File: config.mk
export PLATFORM = sky130hd
export DESIGN_NAME = cover_toggle_sched_flat
export DESIGN_NICKNAME = d
export VERILOG_FILES = /design/src/rtl/cover_toggle_sched_if.sv /design/src/rtl/cover_toggle_sched.sv /design/src/flat_wrapper.sv
export SDC_FILE = /design/constraint.sdc
export NUM_CORES = 1
export LEC_CHECK = 0
export CAP_MARGIN = 25
export CORE_MARGIN = 4
export CORE_UTILIZATION = 40
export CTS_BUF_LIST = sky130_fd_sc_hd__clkbuf_16
export DETAILED_ROUTE_END_ITERATION = 6
export PLACE_DENSITY = 0.6
export REMOVE_ABC_BUFFERS = 1
export SLEW_MARGIN = 30
export SYNTH_ARGS = -nofsm -noshare
export SYNTH_HDL_FRONTEND = slang
export SYNTH_SLANG_ARGS = --single-unit
File: constraint.sdc
create_clock -name clock -period 9.1 [get_ports clock]
set_clock_uncertainty 0.05 [all_clocks]
set_input_delay 1.82 -clock clock [delete_from_list [all_inputs] [get_ports clock]]
set_output_delay 1.82 -clock clock [all_outputs]
set_load 0.01 [all_outputs]
File: src/rtl/cover_toggle_sched_if.sv
// Report-slot handshake between the toggle-cover scheduler and its consumer.
interface cover_toggle_sched_if;
  logic        out_valid;
  logic        out_ready;
  logic [63:0] out_index;

  modport master (output out_valid, output out_index, input out_ready);
  modport slave  (input out_valid, input out_index, output out_ready);
endinterface

File: src/rtl/cover_toggle_sched.sv
// Toggle-cover event scheduler: captures per-bit hit strobes into a pending bitmap
// and drains them one per cycle, round-robin, into a single-entry report slot.
module cover_toggle_sched #(
  parameter int WIDTH       = 56,
  parameter int COVER_INDEX = 0,
  parameter int COVER_TOTAL = 38253
) (
  input  logic                  clock,
  input  logic                  reset,
  input  logic [WIDTH-1:0]      valid,
  input  logic                  en,
  input  logic                  dedup,
  input  logic                  clear,
  cover_toggle_sched_if.master  rpt,
  output logic [31:0]           event_count,
  output logic [15:0]           merge_count
);

  localparam int RR_W = (WIDTH > 1) ? $clog2(WIDTH) : 1;

  if (WIDTH < 1 || WIDTH > 1024 || COVER_INDEX + WIDTH > COVER_TOTAL) begin : g_bad_params
    $error("cover_toggle_sched: WIDTH/COVER_INDEX outside COVER_TOTAL range");
  end

  logic [WIDTH-1:0] pending_q, pending_d;
  logic [WIDTH-1:0] covered_q, covered_d;
  logic [RR_W-1:0]  rr_q, rr_d;
  logic             out_valid_q, out_valid_d;
  logic [63:0]      out_index_q, out_index_d;
  logic [31:0]      event_count_q, event_count_d;
  logic [15:0]      merge_count_q, merge_count_d;

  logic [WIDTH-1:0] cap, cap_eff, loaded_oh;
  logic [RR_W-1:0]  g;
  logic             found, slot_free, load, merge_hit;

  // Circular priority search starting at the round-robin pointer.
  always_comb begin
    logic [RR_W:0]   sum;
    logic [RR_W-1:0] idx;
    found = 1'b0;
    g     = '0;
    for (int k = 0; k < WIDTH; k++) begin
      sum = {1'b0, rr_q} + (RR_W+1)'(k);
      if (sum >= (RR_W+1)'(WIDTH)) sum = sum - (RR_W+1)'(WIDTH);
      idx = sum[RR_W-1:0];
      if (!found && pending_q[idx]) begin
        found = 1'b1;
        g     = idx;
      end
    end
  end

  always_comb begin
    slot_free = !out_valid_q || rpt.out_ready;
    load      = slot_free && found;

    loaded_oh = '0;
    if (load) loaded_oh[g] = 1'b1;

    // A clear pulse discards this cycle's hits along with the bitmaps.
    cap = '0;
    if (en && !clear) cap = valid & (dedup ? ~covered_q : {WIDTH{1'b1}});
    cap_eff   = cap & ~(dedup ? loaded_oh : '0);
    merge_hit = |(cap & pending_q & ~loaded_oh);

    pending_d = (pending_q & ~loaded_oh) | cap_eff;
    covered_d = covered_q | loaded_oh;
    if (clear) begin
      pending_d = '0;
      covered_d = '0;
    end

    rr_d        = rr_q;
    out_valid_d = out_valid_q;
    out_index_d = out_index_q;
    if (load) begin
      out_valid_d = 1'b1;
      out_index_d = 64'(COVER_INDEX) + 64'(g);
      rr_d        = (g == RR_W'(WIDTH-1)) ? '0 : g + 1'b1;
    end else if (slot_free) begin
      out_valid_d = 1'b0;
    end

    event_count_d = event_count_q;
    if (out_valid_q && rpt.out_ready) event_count_d = event_count_q + 32'd1;

    merge_count_d = merge_count_q;
    if (merge_hit && merge_count_q != 16'hFFFF) merge_count_d = merge_count_q + 16'd1;
  end

  always_ff @(posedge clock) begin
    if (reset) begin
      pending_q     <= '0;
      covered_q     <= '0;
      rr_q          <= '0;
      out_valid_q   <= 1'b0;
      out_index_q   <= '0;
      event_count_q <= '0;
      merge_count_q <= '0;
    end else begin
      pending_q     <= pending_d;
      covered_q     <= covered_d;
      rr_q          <= rr_d;
      out_valid_q   <= out_valid_d;
      out_index_q   <= out_index_d;
      event_count_q <= event_count_d;
      merge_count_q <= merge_count_d;
    end
  end

  assign rpt.out_valid = out_valid_q;
  assign rpt.out_index = out_index_q;
  assign event_count   = event_count_q;
  assign merge_count   = merge_count_q;

endmodule

File: src/flat_wrapper.sv
// flat-port wrapper written by rule: the top's interface ports become plain ports
module cover_toggle_sched_flat 
#(
  parameter int WIDTH       = 56,
  parameter int COVER_INDEX = 0,
  parameter int COVER_TOTAL = 38253
)
  (clock, reset, valid, en, dedup, clear, event_count, merge_count, rpt_out_valid, rpt_out_index, rpt_out_ready);
  cover_toggle_sched_if rpt_i ();
  input  logic clock;
  input  logic reset;
  input  logic [WIDTH-1:0] valid;
  input  logic en;
  input  logic dedup;
  input  logic clear;
  output logic [31:0] event_count;
  output logic [15:0] merge_count;
  output wire logic [$bits(rpt_i.out_valid)-1:0] rpt_out_valid;
  output wire logic [$bits(rpt_i.out_index)-1:0] rpt_out_index;
  input wire logic [$bits(rpt_i.out_ready)-1:0] rpt_out_ready;
  assign rpt_out_valid = rpt_i.out_valid;
  assign rpt_out_index = rpt_i.out_index;
  assign rpt_i.out_ready = rpt_out_ready;
  cover_toggle_sched #(.WIDTH(WIDTH), .COVER_INDEX(COVER_INDEX), .COVER_TOTAL(COVER_TOTAL)) u_core (.clock(clock), .reset(reset), .valid(valid), .en(en), .dedup(dedup), .clear(clear), .rpt(rpt_i), .event_count(event_count), .merge_count(merge_count));
endmodule
==> results.txt <==
Family with the most delay on the worst path: simple AND/OR/NAND/NOR gates. Among all flip-flop cells after synthesis, the most frequent one is dfxtp_1. The floorplan core area is 73000 um2. For this block, the via count after detailed routing is 36000. The number of pins exceeding their max-slew limit in the final report is 0. The die covers 78100 um2. The layout cell share with drive strength beyond 1 is 19.1%. The final reports fail on DRC. The slew at the pin closest to its max-slew limit works out to 1.10 ns.

The run finished, with violations left. Of the synthesized area, sequential elements account for 11.8%. The floorplan step set the die height to 279 um. The via count of the first global-routing pass was 33200; the layout-stage area growth over the synthesis result was 16.7%.

The placed wire-length estimate after detailed placement was 139000 um. The initial DRC count is 4316. Complex-gate fraction of the synthesized area: 32.3%. The sum of buffers and inverters on the critical path is 5, and the clock buffer count from CTS is 17. The tools report the buffer cell driving the clock tree root as clkbuf_16. The logs give 0 for the final number of hold-violating endpoints and -0.0430 ns for the pre-CTS setup slack. The clock transition at the registers of the reported paths works out to 0.07 ns. The critical path data required time is 9.40 ns. The number of antenna-violating nets in the routed design is 0.

The cell type of the slowest stage on the worst timing path was nor4bb_1. For the final non-filler cell total, the log shows 5254. The post-route core utilization is 47.1%, and the global-route congestion overflow total is 0. After synthesis, the largest family of logic cells by area is compound AO/OA/AOI/OAI gates. The tools report the gate count of the mapped netlist as 3997.

In this run the count of I/O pins placed on the die edge is 175. The worst min-delay path class is reg -> reg. For the placed instance count, the log shows 5215. TritonCTS built the clock tree.

The worst pin sits at a relative slew slack of 25.9%. Sorting the synthesized cells by how often they occur yields nor2_1 (418), nand2_1 (361), a21oi_1 (242), o21ai_0 (199), mux2i_1 (185). The post-detailed-routing wire length is 173000 um, and the adder-cell share of the synthesized area is 2.57%. Yosys mapped a number of flops with a built-in enable equal to 0. Before antenna repair, the detailed router went through 7 iterations.

The portion of synthesized area spent on multiplexers is 16.5%. Entering global routing, the biggest net connects 90 pins. The post-synthesis simple-gate area fraction is 26.1%. The delay of the slowest critical-path stage was 0.93 ns; the number of synthesized register bits was 173. The number of vias per cell was 6.84.

The tools report the type of element launching the critical path as a register. In the post-synthesis netlist, the cell with the most instances is nor2_1. The top fanout value on the critical path came out at 19. For the worst-skew pair, the clock arrives at the later sink with an insertion delay of 0.48 ns. The design area was 34400 um2. The TritonCTS sink count is 173, and the detailed-route wire length per cell is 32.9 um.

The initial antenna violation count is 11, and the distinct cell type count of the synthesized netlist is 132. The tools report the number of core rows as 99. In this run the horizontal extent of the chip is 279 um.

Count of buffers inserted at the top-level ports: 116. The worst setup path is captured at a register. The mapped netlist covers 29500 um2. The upper clock frequency limit was 111 MHz; the area share of the largest cell type after synthesis was 11.8%. The yosys synthesis warning count came out at 0. Yosys attributes the largest share of cell area to dfxtp_1 (12%), mux2i_1 (6.3%), mux4_2 (6.1%). The biggest area contributor in the post-synthesis netlist is dfxtp_1.

Once placement finished, the instance area stood at 33600 um2. The final layout contains 4399 nets. The shortest period the worst path allows came out at 8.97 ns. The share of the synthesized netlist area taken by xor and xnor gates was 3.20%.

The tools report the total track usage as 42.1%. The final RePlAce weighted congestion was 1.09; the final worst-path cycle share was 98.6%. In the post-route analysis, the smallest setup slack over all paths is 0.128 ns.

The number of H-tree levels is 4. Counting flops with an async set or reset pin after synthesis yields a share of 0%. The logs give 0 for the count of max-cap constraint violations and 0 for the final setup violation count. The initial utilization of the core area, before any placement, comes to 40.4%.

The average cell area after synthesis works out to 7.37 um2. The wire length of the first global-routing pass was 242000 um. The type of the worst setup path is reg -> reg. The DRC violation count after routing is 1, and the worst-case clock buffer depth is 2.

Data on the critical path arrives at its endpoint at 9.27 ns.
metrics by stage:
stage,hold slack (ns),setup TNS (ns)
4_1_cts,0.401,0
5_1_grt,0.422,-0.0176
6_report,0.401,0
3_3_place_gp,0.383,0
2_1_floorplan,0.376,-195.56
3_5_place_dp,0.391,-0.206
sequential cells by signal, summed over array words and instances (netlist names):
register,cells
u_core.merge_count,16
u_core.rpt.out_index,6
u_core.rr_q,6
u_core.pending_q,56
u_core.rpt.out_valid,1
u_core.covered_q,56
u_core.event_count,32
layout by cell type, fill, tap and decap left out, drive strengths merged, types with 59 or more instances in the layout:
master	count
ha	59
inv	127
a31oi	76
o21ai	216
nand3	157
xnor2	65
o211ai	75
a21oi	251
nor3	94
mux2	91
a211oi	72
nor2	422
clkdlybuf4s50	114
dfxtp	173
mux4	80
mux2i	195
buf	413
nand2	364
layer usage:
layer | global-route usage [%] | part of all wire (%)
met1 | 51.4 | 38
met2 | 65.3 | 43
met3 | 9.65 | 9.8
met4 | 30.1 | 8.9
met5 | 0 | 0.033
kinds of logic (layout without fill, tap and decap cells):
group | after synthesis | after routing
AO/OA/AOI/OAI | 1329 | 1329
multiplexers | 366 | 366
flip-flops | 173 | 173
other | 1 | 63
AND/OR/NAND/NOR | 1525 | 1525
XOR/XNOR | 100 | 100
adder cells (fa/ha/maj) | 60 | 60
buffers and inverters | 443 | 679
timing repair:
item	4_1_cts	5_1_grt
hold buffers	0	0
pin swaps	0	2
setup buffers	0	2
gates resized for setup	3	41
endpoints found under the setup margin	13	16
final cells by class:
class	instances	area, um2
antenna	5	12.5
clock buffer	17	425
clock inverter	15	166
fill	7470	38600
inverter	120	450
multi-input combinational	3438	24200
sequential	173	3490
tap	959	1200
timing repair buffer	527	4420
worst min-delay path: stages (launching register included):
cell and delay [ns]:
dfxtp_1 0.31, inv_1 0.05, a21oi_1 0.05
final timing paths:
path	endpoint	start	cells past startpoint	slack (ns)
worst min register to register	u_core.covered_q[11]$_SDFF_PP0_	u_core.covered_q[11]$_SDFF_PP0_	2	0.40
worst max-delay path	u_core.merge_count[7]$_SDFFE_PP0P_	u_core.rr_q[1]$_SDFFE_PP0N_	27	0.13
worst min-delay path	u_core.covered_q[11]$_SDFF_PP0_	u_core.covered_q[11]$_SDFF_PP0_	2	0.40
worst max register to register	u_core.merge_count[7]$_SDFFE_PP0P_	u_core.rr_q[1]$_SDFFE_PP0N_	27	0.13
Power is not shown: default switching activity piles up to over one toggle a cycle in this logic, so the estimate is an artifact.
